==> src/rtl/picorv_bus_pkg.sv <==
// Shared types for the PicoRV32 native-bus arbiter: FSM states, the latched
// downstream request and the arbitration mode encodings.
package picorv_bus_pkg;

    typedef enum logic [1:0] {
        ST_IDLE    = 2'd0,
        ST_BUSY    = 2'd1,
        ST_RECOVER = 2'd2
    } arb_state_e;

    typedef struct packed {
        logic        instr;
        logic [31:0] addr;
        logic [31:0] wdata;
        logic [3:0]  wstrb;
    } mem_req_t;

    localparam int ARB_RR    = 0;
    localparam int ARB_FIXED = 1;

endpackage

==> src/rtl/picorv_rr_pick.sv <==
// Two-way winner select. Round-robin favours the requester that did not own
// the last grant; fixed mode always favours m0.
module picorv_rr_pick (
    input  logic [1:0] valid_i,
    input  logic       last_i,
    input  logic       fixed_i,
    output logic       any_o,
    output logic       pick_o
);

    always_comb begin
        any_o  = |valid_i;
        pick_o = 1'b0;
        if (valid_i == 2'b11) begin
            pick_o = fixed_i ? 1'b0 : ~last_i;
        end else if (valid_i == 2'b10) begin
            pick_o = 1'b1;
        end
    end

endmodule

==> src/rtl/picorv32_mem_arbiter.sv <==
// Shares one PicoRV32 native memory port between two requesters, one
// transaction at a time, with a watchdog that force-completes stuck accesses.
module picorv32_mem_arbiter
    import picorv_bus_pkg::*;
#(
    parameter int          ARB_MODE       = ARB_RR,
    parameter int          TIMEOUT_CYCLES = 1024,
    parameter logic [31:0] ERR_RDATA      = 32'h0
) (
    input  logic        clk_i,
    input  logic        reset_i,
    input  logic        m0_valid_i,
    input  logic        m0_instr_i,
    input  logic [31:0] m0_addr_i,
    input  logic [31:0] m0_wdata_i,
    input  logic [3:0]  m0_wstrb_i,
    output logic        m0_ready_o,
    output logic [31:0] m0_rdata_o,
    input  logic        m1_valid_i,
    input  logic        m1_instr_i,
    input  logic [31:0] m1_addr_i,
    input  logic [31:0] m1_wdata_i,
    input  logic [3:0]  m1_wstrb_i,
    output logic        m1_ready_o,
    output logic [31:0] m1_rdata_o,
    output logic        mem_valid_o,
    output logic        mem_instr_o,
    output logic [31:0] mem_addr_o,
    output logic [31:0] mem_wdata_o,
    output logic [3:0]  mem_wstrb_o,
    input  logic        mem_ready_i,
    input  logic [31:0] mem_rdata_i,
    output logic        grant_id_o,
    output logic        timeout_err_o
);

    localparam int             WDW     = (TIMEOUT_CYCLES > 0) ? $clog2(TIMEOUT_CYCLES + 1) : 1;
    localparam logic [WDW-1:0] WD_LAST = (TIMEOUT_CYCLES > 0) ? WDW'(TIMEOUT_CYCLES - 1) : '0;
    localparam logic           WD_EN   = (TIMEOUT_CYCLES > 0);

    arb_state_e     state_q;
    mem_req_t       req_q, req_d;
    logic           mem_valid_q;
    logic           grant_q;
    logic           terr_q;
    logic           drop_q;
    logic [WDW-1:0] wdog_q, wdog_d;

    logic        any_req, pick;
    logic        wd_expire, done, gvalid, pulse;
    logic [31:0] rsp_rdata;

    picorv_rr_pick u_pick (
        .valid_i ({m1_valid_i, m0_valid_i}),
        .last_i  (grant_q),
        .fixed_i (ARB_MODE == ARB_FIXED),
        .any_o   (any_req),
        .pick_o  (pick)
    );

    always_comb begin
        if (pick) begin
            req_d = '{instr: m1_instr_i, addr: m1_addr_i, wdata: m1_wdata_i, wstrb: m1_wstrb_i};
        end else begin
            req_d = '{instr: m0_instr_i, addr: m0_addr_i, wdata: m0_wdata_i, wstrb: m0_wstrb_i};
        end
        wdog_d = (wdog_q == '1) ? wdog_q : wdog_q + 1'b1;
    end

    // mem_ready beats a coincident watchdog expiry because rsp_rdata and the
    // sticky error both key off mem_ready_i first.
    assign wd_expire = WD_EN && (wdog_q == WD_LAST);
    assign done      = (state_q == ST_BUSY) && (mem_ready_i || wd_expire);
    assign gvalid    = grant_q ? m1_valid_i : m0_valid_i;
    assign pulse     = done && gvalid && !drop_q && !reset_i;
    assign rsp_rdata = mem_ready_i ? mem_rdata_i : ERR_RDATA;

    assign m0_ready_o = pulse && !grant_q;
    assign m1_ready_o = pulse && grant_q;
    assign m0_rdata_o = m0_ready_o ? rsp_rdata : 32'h0;
    assign m1_rdata_o = m1_ready_o ? rsp_rdata : 32'h0;

    assign mem_valid_o   = mem_valid_q;
    assign mem_instr_o   = req_q.instr;
    assign mem_addr_o    = req_q.addr;
    assign mem_wdata_o   = req_q.wdata;
    assign mem_wstrb_o   = req_q.wstrb;
    assign grant_id_o    = grant_q;
    assign timeout_err_o = terr_q;

    always_ff @(posedge clk_i) begin
        if (reset_i) begin
            state_q     <= ST_IDLE;
            req_q       <= '0;
            mem_valid_q <= 1'b0;
            grant_q     <= 1'b1;
            terr_q      <= 1'b0;
            drop_q      <= 1'b0;
            wdog_q      <= '0;
        end else begin
            case (state_q)
                ST_IDLE: begin
                    if (any_req) begin
                        req_q       <= req_d;
                        mem_valid_q <= 1'b1;
                        grant_q     <= pick;
                        wdog_q      <= '0;
                        drop_q      <= 1'b0;
                        state_q     <= ST_BUSY;
                    end
                end
                ST_BUSY: begin
                    wdog_q <= wdog_d;
                    // A requester that abandons its request never gets the pulse,
                    // even if it re-asserts valid before the access finishes.
                    if (!gvalid) drop_q <= 1'b1;
                    if (done) begin
                        mem_valid_q <= 1'b0;
                        state_q     <= ST_RECOVER;
                        if (!mem_ready_i) terr_q <= 1'b1;
                    end
                end
                ST_RECOVER: state_q <= ST_IDLE;
                default:    state_q <= ST_IDLE;
            endcase
        end
    end

endmodule

==> config.mk <==
export PLATFORM = sky130hd
export DESIGN_NAME = picorv32_mem_arbiter
export DESIGN_NICKNAME = d
export VERILOG_FILES = /design/src/rtl/picorv_bus_pkg.sv /design/src/rtl/picorv_rr_pick.sv /design/src/rtl/picorv32_mem_arbiter.sv
export SDC_FILE = /design/constraint.sdc
export NUM_CORES = 1
export LEC_CHECK = 0
export CORE_AREA = 3 3 121 123
export DETAILED_ROUTE_END_ITERATION = 10
export DIE_AREA = 0 0 124 126
export GPL_TIMING_DRIVEN = 0
export PLACE_DENSITY = 0.74
export SETUP_SLACK_MARGIN = 0.2
export SLEW_MARGIN = 20
export SYNTH_ARGS = -nofsm -noshare
export SYNTH_HDL_FRONTEND = slang
export SYNTH_SLANG_ARGS = --single-unit
==> constraint.sdc <==
create_clock -name clk_i -period 2.27 [get_ports clk_i]
set_input_delay 0.681 -clock clk_i [delete_from_list [all_inputs] [get_ports clk_i]]
set_output_delay 0.681 -clock clk_i [all_outputs]
set_load 0.02 [all_outputs]
==> results.ini, run 1 <==
[final_layout]
fin_cells = 1042
nFillCells = 1114
syn_to_final_growth_pct = 113
seq_area_sq_um = 1750
utilization = 0.658
multi_input_area_sq_um = 2950
num_antenna_cells = 0
layout-drive-gt1-share = 0.259
final_nets = 1034

[sta]
slew_violations = 0
rsz0062_at_grt = yes
fin_hold_ws_ns = 0.481
setup_slack_ns = -0.209
worst_pin_slew_ns = 0.727
finalHoldViolCount = 0
setup_viol = 65
slew-limit-headroom = 0.510
timing.final.crit_share = 1.09
clock_skew_ns = 0.00975
fmax_mhz = 403
layout_min_cycle_time_ns = 2.48

[place]
hpwl_mm = 14.7
dp.cells = 1007
routabilityCongestion = 0.804
port_buffers = 312

[synth]
syn-num-nets = 691
syn_inst = 515
synth_area_leader_cell = dfxtp_1
avgSynthCellArea_sq_um = 8.26
synthAdderAreaFrac = 0.00294
synth_top_area_share = 0.405
async_flop_share = 0
synthMuxAreaShare = 0.170
ys_types = 40
synth_edf_count = 0
ys_warn_count = 0
synth.yosys.seq_area_share = 0.405
synth_xor_area_frac = 0
synth-simple-area-share = 0.207
ys_top_cells_by_area = dfxtp_1 40%, mux2i_1 17%, a211oi_1 13%, nor2_1 12%, nand2_1 3.5%
synth_seq_cells = 86
yosysMostFrequentCell = nor2_1
synth_top_family_by_area = simple AND/OR/NAND/NOR gates
synthTopCellsByCount = 140 x nor2_1, 86 x dfxtp_1, 73 x a211oi_1, 71 x mux2i_1, 40 x nand2_1
syn_area_sq_um = 4250
synth_compound_area_frac = 0.171
ys.flop_type = dfxtp_1

[critical_path]
critPathKind = flip-flop to output port
worstPathCellList = nand4_1 -> o41ai_4 -> nand3_2 -> nor3b_4 -> buf_6
worst_ep_required_time_ns = 1.59
ff2ff_path_depth = 6
crit-reg2reg-capture = wdog_q[9]$_SDFFE_PP0P_
crit_buf_inv = 1
rrSetupSlack_ns = 0.38
crit_slowest_cell = dfxtp_4
worstSetupEndpointType = output port
crit_path_max_incr_delay_ns = 0.36
critPathLaunchType = flip-flop
cp.arrival_ns = 1.80
critPathLaunch = wdog_q[7]$_SDFFE_PP0P_
cp_max_fo = 5
crit_family = simple AND/OR/NAND/NOR gates
crit-reg2reg-launch = wdog_q[7]$_SDFFE_PP0P_

[cts]
numCtsBuffers = 9
cts_tree = yes
path_clk_slew_ns = 0.06
insertion_delay_ns = 0.34
clock-sinks = 86
cts_buffer_depth = 2
cts_max_level = 3
cts_root_buf = clkbuf_16
cts_hold_buf = 0

[worst_hold_path]
min_path_type = flip-flop to flip-flop
min_to = timeout_err_o$_SDFFE_PP0P_
min_path_cells = 2
hp-start = timeout_err_o$_SDFFE_PP0P_

[power_and_ir_drop]
leakagePower_uw = 0.00343
power-per-cell-area_nw_per_um2 = 537
vdd_drop_max_mv = 0.339

[detailed_routing]
via_count = 5224
route.detailed.drc = 0
drt_pass1_iterations = 5
ant_nets = 0
wl_per_cell_microns = 18.4
drt_iter0_drc = 247
drt_wl_total_mm = 19.2
via_per_inst = 5.01

[global_routing]
grt_pass1_vias = 5509
grt_pass1_wl_mm = 29.4
gr-total-overflow = 0
grt_usage = 0.241
grt_max_degree = 14
antenna_found_initial = 0

[floorplan]
core_sq_um = 13800
initial_core_util = 0.309
io_pins = 313
die_y_microns = 126
num_rows = 43
die_area_sq_um = 15600
die_w_microns = 124

[outcome]
violations = negative setup slack
status = finished with violations

[run]
cap_viol_max_count = 0

-- per-layer routing --
metal  share of wire  up-vias  GRT usage
met5               0        -          0
met2            0.54      239      0.449
met3           0.086       39     0.0709
met4           0.024        0     0.0741
li1                -     2510          -
met1            0.35     2436      0.256
-- how the worst max path moves through the flow --
stage	to	cells after the start
6_report	m0_ready_o	5
5_1_grt	m0_ready_o	5
4_1_cts	m0_ready_o	6
3_5_place_dp	m0_rdata_o[22]	6
3_3_place_gp	m1_rdata_o[27]	6
2_1_floorplan	m0_ready_o	4
-- cells in the final DEF (no fill, tap or decap), drive strengths merged, types with 2 or more instances in the layout --
cell type      Yosys  final
clkdlybuf4s50      0    241
nor2             140    140
buf               14     91
dfxtp             86     86
a211oi            73     73
mux2i             71     71
clkbuf            28     51
nand2             40     40
a21oi              9      9
o21ai              5      5
nor3               5      5
nand3              5      5
or4                4      4
nand4              3      3
inv                3      3
nor2b              3      3
o31ai              3      3
dlygate4sd2        0      3
clkinv             1      2
a31oi              2      2
bufinv             0      2
and4               2      2
nor4               2      2
or3                2      2
-- metrics by stage --
| step | total power, uW | cell area [sq um] | setup WS [ns] | setup TNS [ns] |
|---|---|---|---|---|
| after detailed placement | 3260 | 8200 | -1.19 | -117.00 |
| after global placement | 3230 | 8200 | -1.13 | -106.96 |
| after CTS | 4900 | 9000 | -0.311 | -10.35 |
| final | 4870 | 9070 | -0.209 | -10.65 |
| after floorplan | 2480 | 4850 | 0.124 | 0 |
| after global routing | 5080 | 9070 | -0.306 | -15.41 |
-- registers in the layout, indices dropped and copies added (netlist names) --
name / flops
grant_id_o: 1
mem_addr_o: 32
mem_wstrb_o: 4
timeout_err_o: 1
mem_wdata_o: 32
mem_instr_o: 1
mem_valid_o: 1
state_q: 2
wdog_q: 11
drop_q: 1
-- kinds of logic after synthesis --
logic type                 after synthesis
and+or+nand+nor                        210
buffers and inverters                   46
muxes                                   72
AOI/OAI and AO/OA                      100
DFF                                     86
adders and majority gates                1
-- final cells by class --
type,count,area share
timing repair buffer,333,0.382
multi-input combinational,383,0.325
sequential,86,0.192
buffer,41,0.0385
clock buffer,12,0.0272
tap,180,0.0248
clock inverter,3,0.00759
inverter,4,0.00221
-- repair_timing --
item | in CTS | in global routing
setup buffers | 12 | 3
pin swaps | 9 | 5
setup endpoints to repair | 147 | 123
resized for setup | 449 | 24
gates cloned | 6 | 0
-- power by group --
group          switching [uW]  total, uW  internal (uW)
Clock                     583       1570            991
Sequential               89.0       1750           1660
Combinational             765       1550            788
Total                    1440       4870           3440
-- tightest hold or removal path, stage by stage, from the launching register on --
cell and delay (ns):
dfxtp_1 0.33, a31oi_1 0.04, nor2_1 0.07
No activity file was read; power rests on OpenSTA's default activity.
==> run 2: changes to the inputs <==
- CTS_CLUSTER_DIAMETER: default -> 120
==> results of run 2 <==
Final layout, timing and power as in run 1 (identical DEF).
